## config.mk

```make
export PLATFORM = sky130hd
export DESIGN_NAME = dcache_write_buffer
export DESIGN_NICKNAME = d
export VERILOG_FILES = /design/src/rtl/dcache_wb_pkg.sv /design/src/rtl/wb_fifo_cam.sv /design/src/rtl/dcache_write_buffer.sv
export SDC_FILE = /design/constraint.sdc
export NUM_CORES = 1
export LEC_CHECK = 0
export BUFFER_PORTS_ARGS = -buffer_cell sky130_fd_sc_hd__buf_2
export CAP_MARGIN = 20
export CORE_MARGIN = 2
export CORE_UTILIZATION = 47
export DETAILED_ROUTE_END_ITERATION = 6
export GPL_ROUTABILITY_DRIVEN = 0
export PLACE_DENSITY = 0.67
export REMOVE_ABC_BUFFERS = 1
export SYNTH_ARGS = -nofsm -noshare
export SYNTH_HDL_FRONTEND = slang
export SYNTH_HIERARCHICAL = 1
export SYNTH_SLANG_ARGS = --single-unit
```

## constraint.sdc

```tcl
create_clock -name clk -period 6.3 [get_ports clk]
set_input_delay 0.63 -clock clk [delete_from_list [all_inputs] [get_ports clk]]
set_output_delay 0.63 -clock clk [all_outputs]
set_load 0.01 [all_outputs]
```

## src/rtl/dcache_wb_pkg.sv

```systemverilog
// Shared types and defaults for the data-cache write-back buffer.
package dcache_wb_pkg;

  typedef enum logic [1:0] {
    ST_IDLE = 2'd0,
    ST_ACK  = 2'd1,
    ST_MRD  = 2'd2,
    ST_MWR  = 2'd3
  } wb_state_e;

  localparam int DEF_ADDR_W = 28;
  localparam int DEF_DATA_W = 128;

  function automatic int ptr_w(input int depth);
    return $clog2(depth);
  endfunction

endpackage

```

## src/rtl/wb_fifo_cam.sv

```systemverilog
// Circular line FIFO with a content-addressed lookup returning the youngest valid match.
module wb_fifo_cam
  import dcache_wb_pkg::*;
#(
  parameter int DEPTH  = 4,
  parameter int ADDR_W = DEF_ADDR_W,
  parameter int DATA_W = DEF_DATA_W,
  parameter int PTR_W  = ptr_w(DEPTH)
) (
  input  logic              clk,
  input  logic              rst_n,
  input  logic              i_push,
  input  logic [ADDR_W-1:0] i_push_addr,
  input  logic [DATA_W-1:0] i_push_data,
  input  logic              i_pop,
  input  logic              i_ovw,
  input  logic [PTR_W-1:0]  i_ovw_idx,
  input  logic [DATA_W-1:0] i_ovw_data,
  input  logic [ADDR_W-1:0] i_lookup_addr,
  output logic              o_hit,
  output logic [PTR_W-1:0]  o_hit_idx,
  output logic [DATA_W-1:0] o_hit_data,
  output logic [ADDR_W-1:0] o_head_addr,
  output logic [DATA_W-1:0] o_head_data,
  output logic              o_full,
  output logic              o_empty
);

  logic [DEPTH-1:0]  r_valid;
  logic [ADDR_W-1:0] r_addr [DEPTH];
  logic [DATA_W-1:0] r_data [DEPTH];
  logic [PTR_W-1:0]  r_head;
  logic [PTR_W-1:0]  r_tail;
  logic [PTR_W:0]    r_count;
  logic [DEPTH-1:0]  w_match;

  always_ff @(posedge clk or negedge rst_n) begin
    if (!rst_n) begin
      r_valid <= '0;
      r_head  <= '0;
      r_tail  <= '0;
      r_count <= '0;
    end else begin
      if (i_push) begin
        r_valid[r_tail] <= 1'b1;
        r_tail          <= r_tail + PTR_W'(1);
      end
      if (i_pop) begin
        r_valid[r_head] <= 1'b0;
        r_head          <= r_head + PTR_W'(1);
      end
      case ({i_push, i_pop})
        2'b10:   r_count <= r_count + (PTR_W+1)'(1);
        2'b01:   r_count <= r_count - (PTR_W+1)'(1);
        default: r_count <= r_count;
      endcase
    end
  end

  // Payload needs no reset: valid bits gate every use.
  always_ff @(posedge clk) begin
    if (i_push) begin
      r_addr[r_tail] <= i_push_addr;
      r_data[r_tail] <= i_push_data;
    end
    if (i_ovw) begin
      r_data[i_ovw_idx] <= i_ovw_data;
    end
  end

  for (genvar gi = 0; gi < DEPTH; gi++) begin : g_match
    assign w_match[gi] = r_valid[gi] && (r_addr[gi] == i_lookup_addr);
  end

  // Scan oldest to youngest so the last hit seen is the youngest one.
  always_comb begin
    logic [PTR_W-1:0] v_scan;
    o_hit     = 1'b0;
    o_hit_idx = '0;
    v_scan    = '0;
    for (int i = 0; i < DEPTH; i++) begin
      v_scan = r_head + PTR_W'(i);
      if (w_match[v_scan]) begin
        o_hit     = 1'b1;
        o_hit_idx = v_scan;
      end
    end
  end

  assign o_hit_data  = r_data[o_hit_idx];
  assign o_head_addr = r_addr[r_head];
  assign o_head_data = r_data[r_head];
  assign o_full      = (r_count == (PTR_W+1)'(DEPTH));
  assign o_empty     = (r_count == '0);

endmodule

```

## src/rtl/dcache_write_buffer.sv

```systemverilog
// Write-back buffer between the data cache and slow memory; reads forward from the buffer.
// Define DCACHE_WB_COALESCE_EN to merge writes to an already-buffered line in place.
module dcache_write_buffer
  import dcache_wb_pkg::*;
#(
  parameter int DEPTH  = 4,
  parameter int ADDR_W = DEF_ADDR_W,
  parameter int DATA_W = DEF_DATA_W
) (
  input  logic              clk,
  input  logic              rst_n,
  input  logic              c_read,
  input  logic              c_write,
  input  logic [ADDR_W-1:0] c_addr,
  input  logic [DATA_W-1:0] c_wdata,
  output logic [DATA_W-1:0] c_rdata,
  output logic              c_ready,
  output logic              m_read,
  output logic              m_write,
  output logic [ADDR_W-1:0] m_addr,
  output logic [DATA_W-1:0] m_wdata,
  input  logic [DATA_W-1:0] m_rdata,
  input  logic              m_ready,
  output logic              wb_empty
);

  localparam int PTR_W = ptr_w(DEPTH);

  wb_state_e         r_state, w_state_next;
  logic [ADDR_W-1:0] r_rd_addr, w_rd_addr_next;
  logic [DATA_W-1:0] r_rdata, w_rdata_next;
  logic              w_push, w_pop, w_ovw;
  logic              w_hit, w_coal_hit, w_full, w_empty;
  logic [PTR_W-1:0]  w_hit_idx;
  logic [DATA_W-1:0] w_hit_data, w_head_data;
  logic [ADDR_W-1:0] w_head_addr;

  wb_fifo_cam #(
    .DEPTH (DEPTH),
    .ADDR_W(ADDR_W),
    .DATA_W(DATA_W),
    .PTR_W (PTR_W)
  ) u_fifo (
    .clk          (clk),
    .rst_n        (rst_n),
    .i_push       (w_push),
    .i_push_addr  (c_addr),
    .i_push_data  (c_wdata),
    .i_pop        (w_pop),
    .i_ovw        (w_ovw),
    .i_ovw_idx    (w_hit_idx),
    .i_ovw_data   (c_wdata),
    .i_lookup_addr(c_addr),
    .o_hit        (w_hit),
    .o_hit_idx    (w_hit_idx),
    .o_hit_data   (w_hit_data),
    .o_head_addr  (w_head_addr),
    .o_head_data  (w_head_data),
    .o_full       (w_full),
    .o_empty      (w_empty)
  );

`ifdef DCACHE_WB_COALESCE_EN
  assign w_coal_hit = w_hit;
`else
  assign w_coal_hit = 1'b0;
`endif

  always_ff @(posedge clk or negedge rst_n) begin
    if (!rst_n) begin
      r_state   <= ST_IDLE;
      r_rd_addr <= '0;
      r_rdata   <= '0;
    end else begin
      r_state   <= w_state_next;
      r_rd_addr <= w_rd_addr_next;
      r_rdata   <= w_rdata_next;
    end
  end

  always_comb begin
    w_state_next   = r_state;
    w_rd_addr_next = r_rd_addr;
    w_rdata_next   = r_rdata;
    w_push         = 1'b0;
    w_pop          = 1'b0;
    w_ovw          = 1'b0;
    case (r_state)
      ST_IDLE: begin
        if (c_write) begin
          if (w_coal_hit) begin
            w_ovw        = 1'b1;
            w_state_next = ST_ACK;
          end else if (!w_full) begin
            w_push       = 1'b1;
            w_state_next = ST_ACK;
          end else begin
            w_state_next = ST_MWR;
          end
        end else if (c_read) begin
          // A miss may overtake queued drains since the line is not in the buffer.
          if (w_hit) begin
            w_rdata_next = w_hit_data;
            w_state_next = ST_ACK;
          end else begin
            w_rd_addr_next = c_addr;
            w_state_next   = ST_MRD;
          end
        end else if (!w_empty) begin
          w_state_next = ST_MWR;
        end
      end
      ST_ACK: w_state_next = ST_IDLE;
      ST_MRD: begin
        if (m_ready) begin
          w_rdata_next = m_rdata;
          w_state_next = ST_ACK;
        end
      end
      ST_MWR: begin
        if (m_ready) begin
          w_pop        = 1'b1;
          w_state_next = ST_IDLE;
        end
      end
      default: w_state_next = ST_IDLE;
    endcase
  end

  assign c_ready  = (r_state == ST_ACK);
  assign c_rdata  = r_rdata;
  assign m_read   = (r_state == ST_MRD);
  assign m_write  = (r_state == ST_MWR);
  assign m_addr   = (r_state == ST_MRD) ? r_rd_addr :
                    (r_state == ST_MWR) ? w_head_addr : '0;
  assign m_wdata  = (r_state == ST_MWR) ? w_head_data : '0;
  assign wb_empty = w_empty;

endmodule
```

== Word-level counts from Yosys, hierarchy flattened ==
Memory sizes are Yosys's and may differ from the RTL's.
Index checks and enable logic that the tools add are counted.
W data, S select, Z words.

* Flip-flop bits (word level): 169
* Bits in writable memories: 624
* Input bits: 289
* Output and inout bits: 288
* Logic and storage cells: 102
* Memories: 2

{| class="wikitable"
|+ Memories
! memory !! depth !! width !! rd ports !! clocked after memory_dff !! write ports !! RTL line !! source
|-
| u_fifo.r_data || 4 || 128 || 2 || 0 || 1 || wb_fifo_cam.sv:31 || <nowiki>logic [DATA_W-1:0] r_data [DEPTH];</nowiki>
|-
| u_fifo.r_addr || 4 || 28 || 5 || 0 || 1 || wb_fifo_cam.sv:30 || <nowiki>logic [ADDR_W-1:0] r_addr [DEPTH];</nowiki>
|}

* Add/subtract/negate cells: 6
* Magnitude comparators: 7
* Eq/ne operators: 16
* Mux-type cells: 46
* Bitwise gates (word level): 5
* Reductions and logical operators: 13

{| class="wikitable"
|+ Operators with widths
! cell !! number
|-
| $mux W128 || 5
|-
| $pmux W128 S2 || 1
|-
| $eq A28 B28 Y1 || 4
|-
| $mux W28 || 2
|-
| $mux W2 || 11
|-
| $mux W1 || 17
|-
| $lt A2 B3 Y1 const B || 5
|-
| $bmux W1 S2 || 4
|-
| $mux W4 || 2
|-
| $pmux W2 S4 || 1
|-
| $eq A2 B2 Y1 const B || 3
|-
| $logic_and A1 B1 Y1 || 6
|-
| $ne A2 B1 Y1 const B || 3
|-
| $pmux W3 S2 || 1
|-
| $reduce_and A5 Y1 || 1
|-
| $add A2 B1 Y2 const B || 2
|-
| $add A2 B2 Y2 const B || 2
|-
| $and A4 B4 Y4 || 1
|-
| $demux W1 S2 || 2
|-
| $eq A2 B1 Y1 const B || 2
|-
| $ge A2 B1 Y1 const B || 2
|-
| $ne A2 B2 Y1 const B || 2
|-
| $ne A4 B4 Y1 const B || 1
|-
| $not A4 Y4 || 1
|-
| other kinds (10) || 12
|}

== Longest topological paths before layout ==
An unclocked memory read counts as a cell.

* Word-level depth: 14
* Mapped depth: 14
* Depth with buffers taken out: 10

== Modules after synthesis ==
Netlist, hierarchy kept.

{| class="wikitable"
|+ By module, submodules not included
! module !! instances !! cells an instance !! area an instance (um2) !! seq. area each (um2)
|-
| wb_fifo_cam || 1 || 2096 || 35126.2 || 19013.2
|-
| dcache_write_buffer || 1 || 728 || 8346.8 || 3953.8
|}

== Least setup slack after synthesis ==
OpenSTA, ideal clock, no wires.

* Path type: reg2reg
* Start point: reg r_state[1]
* End point: mem u_fifo/r_data[2][0] (netlist bit) (enable)
* Library setup time: 0.510 ns
* Arrival: 5.093 ns
* Data required time: 5.790 ns
* Setup slack: 0.697 ns
* Cell stages (with the launch flop): 6
* Path buffers: 2
* Clock period less this slack: 5.603 ns
* Cells stage by stage: dfrtp_1 -> clkbuf_1 -> nor4b_1 -> clkbuf_1 -> and2_1 -> nand2b_1

* Word-level cells in the longest chain between the ends: 4

{| class="wikitable"
|+ RTL lines
! item !! RTL line !! source
|-
| start, declared || dcache_write_buffer.sv:29 || <nowiki>wb_state_e r_state, w_state_next;</nowiki>
|-
| start signal, assigned || dcache_write_buffer.sv:75 || <nowiki>r_state <= w_state_next;</nowiki>
|-
| $logic_not A2 Y1 || dcache_write_buffer.sv:88 || <nowiki>case (r_state)</nowiki>
|-
| $mux W1 || dcache_write_buffer.sv:88 ||
|-
| net w_push || dcache_write_buffer.sv:32 || <nowiki>logic w_push, w_pop, w_ovw;</nowiki>
|-
| $mux W1 || wb_fifo_cam.sv:62 || <nowiki>if (i_push) begin</nowiki>
|-
| $mux W1 (not written as such) || wb_fifo_cam.sv:64 || <nowiki>r_data[r_tail] <= i_push_data;</nowiki>
|-
| end, declared || wb_fifo_cam.sv:31 ||
|}

The timed path passes the listed nets, and every way through them passes these cells.

== Worst setup path after layout ==
* Start point: reg u_fifo.r_head[1]
* End point: out m_wdata[114]

* Word-level cells in the longest chain between the ends: 2

{| class="wikitable"
|+ RTL lines
! item !! RTL line !! source
|-
| start, declared || wb_fifo_cam.sv:32 || <nowiki>logic [PTR_W-1:0] r_head;</nowiki>
|-
| start signal, assigned || wb_fifo_cam.sv:50 || <nowiki>r_head <= r_head + PTR_W'(1);</nowiki>
|-
| $mem_v2 Z4 W128 || -- ||
|-
| net w_head_data[114] || dcache_write_buffer.sv:35 || <nowiki>logic [DATA_W-1:0] w_hit_data, w_head_data;</nowiki>
|-
| $mux W128 || dcache_write_buffer.sv:136 || <nowiki>assign m_wdata = (r_state == ST_MWR) ? w_head_data : '0;</nowiki>
|-
| end, declared || dcache_write_buffer.sv:21 || <nowiki>output logic [DATA_W-1:0] m_wdata,</nowiki>
|}

The timed path passes the listed nets, and every way through them passes these cells.

==> impl_results.md <==
- Final Setup Violations: 0
- Die ar.: between 90000 and 100000 sq um
- Post-synth EDFFs: ~620
- Global-route track usage on met3: 6.12%
- Status: finished, violations left
- Area grow syn2layout: 14.8%
- Flop and latch count out of synthesis: 793
- DIE HEIGHT: 308 microns
- Grt met1 use: 33.5%
- Die Wd: ~310 microns
- Leading cell type in the layout, fill and taps excluded: edfxtp_1
- Flop pwr share: 40.0%
- Least-Margin Pin Slew: 26.16 ns
- Total chip power: 18.6 mW
- Share of cells above drive strength 1: between 40 and 50%
- Via density per instance: just under 6
- Dominant synthesized flop cell: edfxtp_1
- Vias in the first global route: 28643
- Adder-cell share of the synthesized area: 0.305%
- CP required: 5.67 ns
- Initial DRC count: 1961
- IO buf count: 576
- Worst path cell trace: buf_4, buf_4, mux4_2, and3_1, buf_2
- Gr usage total: between 20% and 30%
- WL final: 128000 microns
- CP Class: register to output pin
- Worst setup SP type: register
- Core area: 91700 sq um
- Slowest cell delay on critical path: 0.78 ns
- Grt ovf: 0
- Critical path peak fanout: 37
- Sw frac: 32.6%
- Count of cell types in the netlist: 56
- RSZ-0062 raised after global routing: no
- CTS root buf: clkbuf_16
- Skew final: 0.0157 ns
- Worst skew pair latency: around 0.65 ns
- Deepest clock path buffer count: 3
- HPWL Detailed: roughly 75000 microns
- Sw Pwr: 6.05 mW
- Vias: 27282
- Most Used Layer, Global Route: met2
- Post-layout min period: 4.61 ns
- Reg clk slew, reported paths: 0.06 ns
- Fin crit share: around 73%
- Mapped Area: 43500 sq um
- Post-synthesis mux area share: 31.6%
- Largest family of logic cells by synthesized area: multiplexers
- WP data arrival: about 4 ns
- XOR/XNOR share of the synthesized area: under 10%
- CTS sink count: a little under 800
- Synth top area cells: edfxtp_1 43%, mux2_2 13%, dfrtp_1 9.7%
- Max_cap viols: 0
- Synth Area in Simple Gates: 5.65%
- CP max stage cell: buf_4
- Wire per inst: around 28 microns
- Filler cells: 7593
- Post-synthesis compound-gate area fraction: around 3.8%
- # rows: 111
- Most frequent cells in the layout: 624 x edfxtp_1, 575 x buf_2, 511 x mux2_2
- Final #Nets: 3608
- Post-route ant nets: 0
- I/O pins: about 580
- Synth async-reset ratio: 21.3%
- VDD IR-drop max: around 0.22 mV
- Synthesized area per cell: roughly 15 sq um
- Sequential share of the synthesized area: 52.8%
- Violated checks: design-rule violations, max-slew violations
- Fin util: 54.4%
- Warnings, synthesis: 6
- Cell taking the most area after synthesis: edfxtp_1
- Fmax: 217 MHz
- Slew HR: -1650%
- Drc violations: 2
- Fin. Hold Viols: 0
- Drt pass-1 iters: 7
- Resized Gates After CTS: 0
- Post-CTS Setup Bufs: 0
- CTS buffer count: 91
- # hold bufs at CTS: 1
- Worst path most repeated cell: buf_4
- Initial core utilization: 47.4%
- H-Tree Depth: 3
- Worst Hold Class: primary input to register
- Hold WS: between 0.3 and 0.4 ns
- Worst setup EP type: output pin
- GRT met2 Usage: 44.5%
- Pwr per Cell Area: 372 nW/um^2
- CTS tree: done
- Synth top area share: between 40% and 50%
- Largest net degree at the start of global routing: 130
- Internal power: 12.5 mW
- Antenna violations before repair: 44
- Clk pwr share: 27.8%
- Post-Synthesis Cells: 2824
- Comb power frac: between 30% and 40%
- First-pass GRT wire length: 187000 microns
- LEAKAGE: 17.8 nW
- Max-slew violation count: 520
==> per-stage QoR <==
| step | std cells | cell area [sq um] | setup WS (ns) | TNS [ns] |
|---|---|---|---|---|
| floorplan | 2599 | 42100 | -10.72 | -1631.69 |
| global placement | 4401 | 47000 | 1.82 | 0 |
| detailed placement | 4401 | 47000 | 1.77 | 0 |
| CTS | 4570 | 49800 | 1.57 | 0 |
| global route | 4588 | 49900 | 1.47 | 0 |
| finish | 4592 | 49900 | 1.69 | 0 |
==> Yosys cell counts (5+ instances only) <==
master	count
o21ai_0	7
nand2_1	22
buf_2	24
buf_12	11
or2_2	129
buf_6	47
mux2_1	29
xor2_1	29
clkbuf_1	126
buf_1	20
mux2i_1	415
nand3_1	6
edfxtp_1	624
nor2b_1	30
o221a_1	120
and3_1	131
xnor2_1	86
o221a_2	8
inv_1	12
nor4_1	15
nand4_1	33
mux4_2	156
dfrtp_1	169
ha_1	9
nand2b_1	5
mux2_2	511
==> critical path: cells and delay by family (launching register included) <==
family	cells	cell delay (ns)
mux	1	0.58
flops	1	0.73
buf+inv	3	1.68
simple gates	1	0.25
==> routing by layer <==
layer	wire, microns	vias to the layer above
li1	-	12194
met1	51100	13870
met2	63100	941
met3	9160	237
met5	255	-
met4	4040	40
==> final timing paths <==
| kind | cells past startpoint | slack, ns | endpoint | from |
|---|---|---|---|---|
| setup / recovery | 5 | 1.69 | m_wdata[114] | u_fifo/r_head[1] |
| hold reg to reg | 1 | 0.50 | r_rd_addr[8] | r_rd_addr[8] |
| max in group asynchronous | 3 | 4.52 | c_rdata[119] | rst_n |
| min in group asynchronous | 2 | 0.53 | c_rdata[13] | rst_n |
| hold / removal | 1 | 0.32 | u_fifo/r_addr[2][13] | c_addr[13] |
| setup reg to reg | 10 | 2.21 | c_rdata[32] | u_fifo/r_addr[3][15] |
==> power groups by stage <==
stage | Sequential (mW) | Combinational (mW) | Clock (mW)
after floorplan | 7.97 | 3.52 | 0
after global placement | 7.46 | 5.91 | 0
after detailed placement | 7.51 | 5.99 | 0
after CTS | 7.43 | 6.00 | 5.26
after global routing | 7.54 | 6.37 | 5.45
final | 7.44 | 5.98 | 5.16
==> final cells by class <==
type / instances / area [sq um] / area share [%]
timing repair buffer: 617 / 3350 / 6.72
inverter: 12 / 45.0 / 0.0903
multi-input combinational: 1794 / 19100 / 38.3
tap: 1186 / 1480 / 2.97
clock inverter: 34 / 275 / 0.552
clock buffer: 134 / 2610 / 5.23
sequential: 793 / 23000 / 46.1
antenna: 22 / 55.1 / 0.110
==> cells by family after synthesis <==
family / after synthesis
flip-flops: 793
adder cells (fa/ha/maj): 10
AND/OR/NAND/NOR: 397
XOR/XNOR: 117
AO/OA/AOI/OAI: 155
multiplexers: 1111
other: 1
buffers and inverters: 240
==> sequential cells by signal, indices dropped and copies added (netlist names) <==
signal,cells
u_fifo/r_count,3
u_fifo/r_data,512
r_state,2
c_rdata,128
u_fifo/r_addr,112
u_fifo/r_valid,4
u_fifo/r_tail,2
u_fifo/r_head,2
r_rd_addr,28
(Power assumes the default switching activity.)
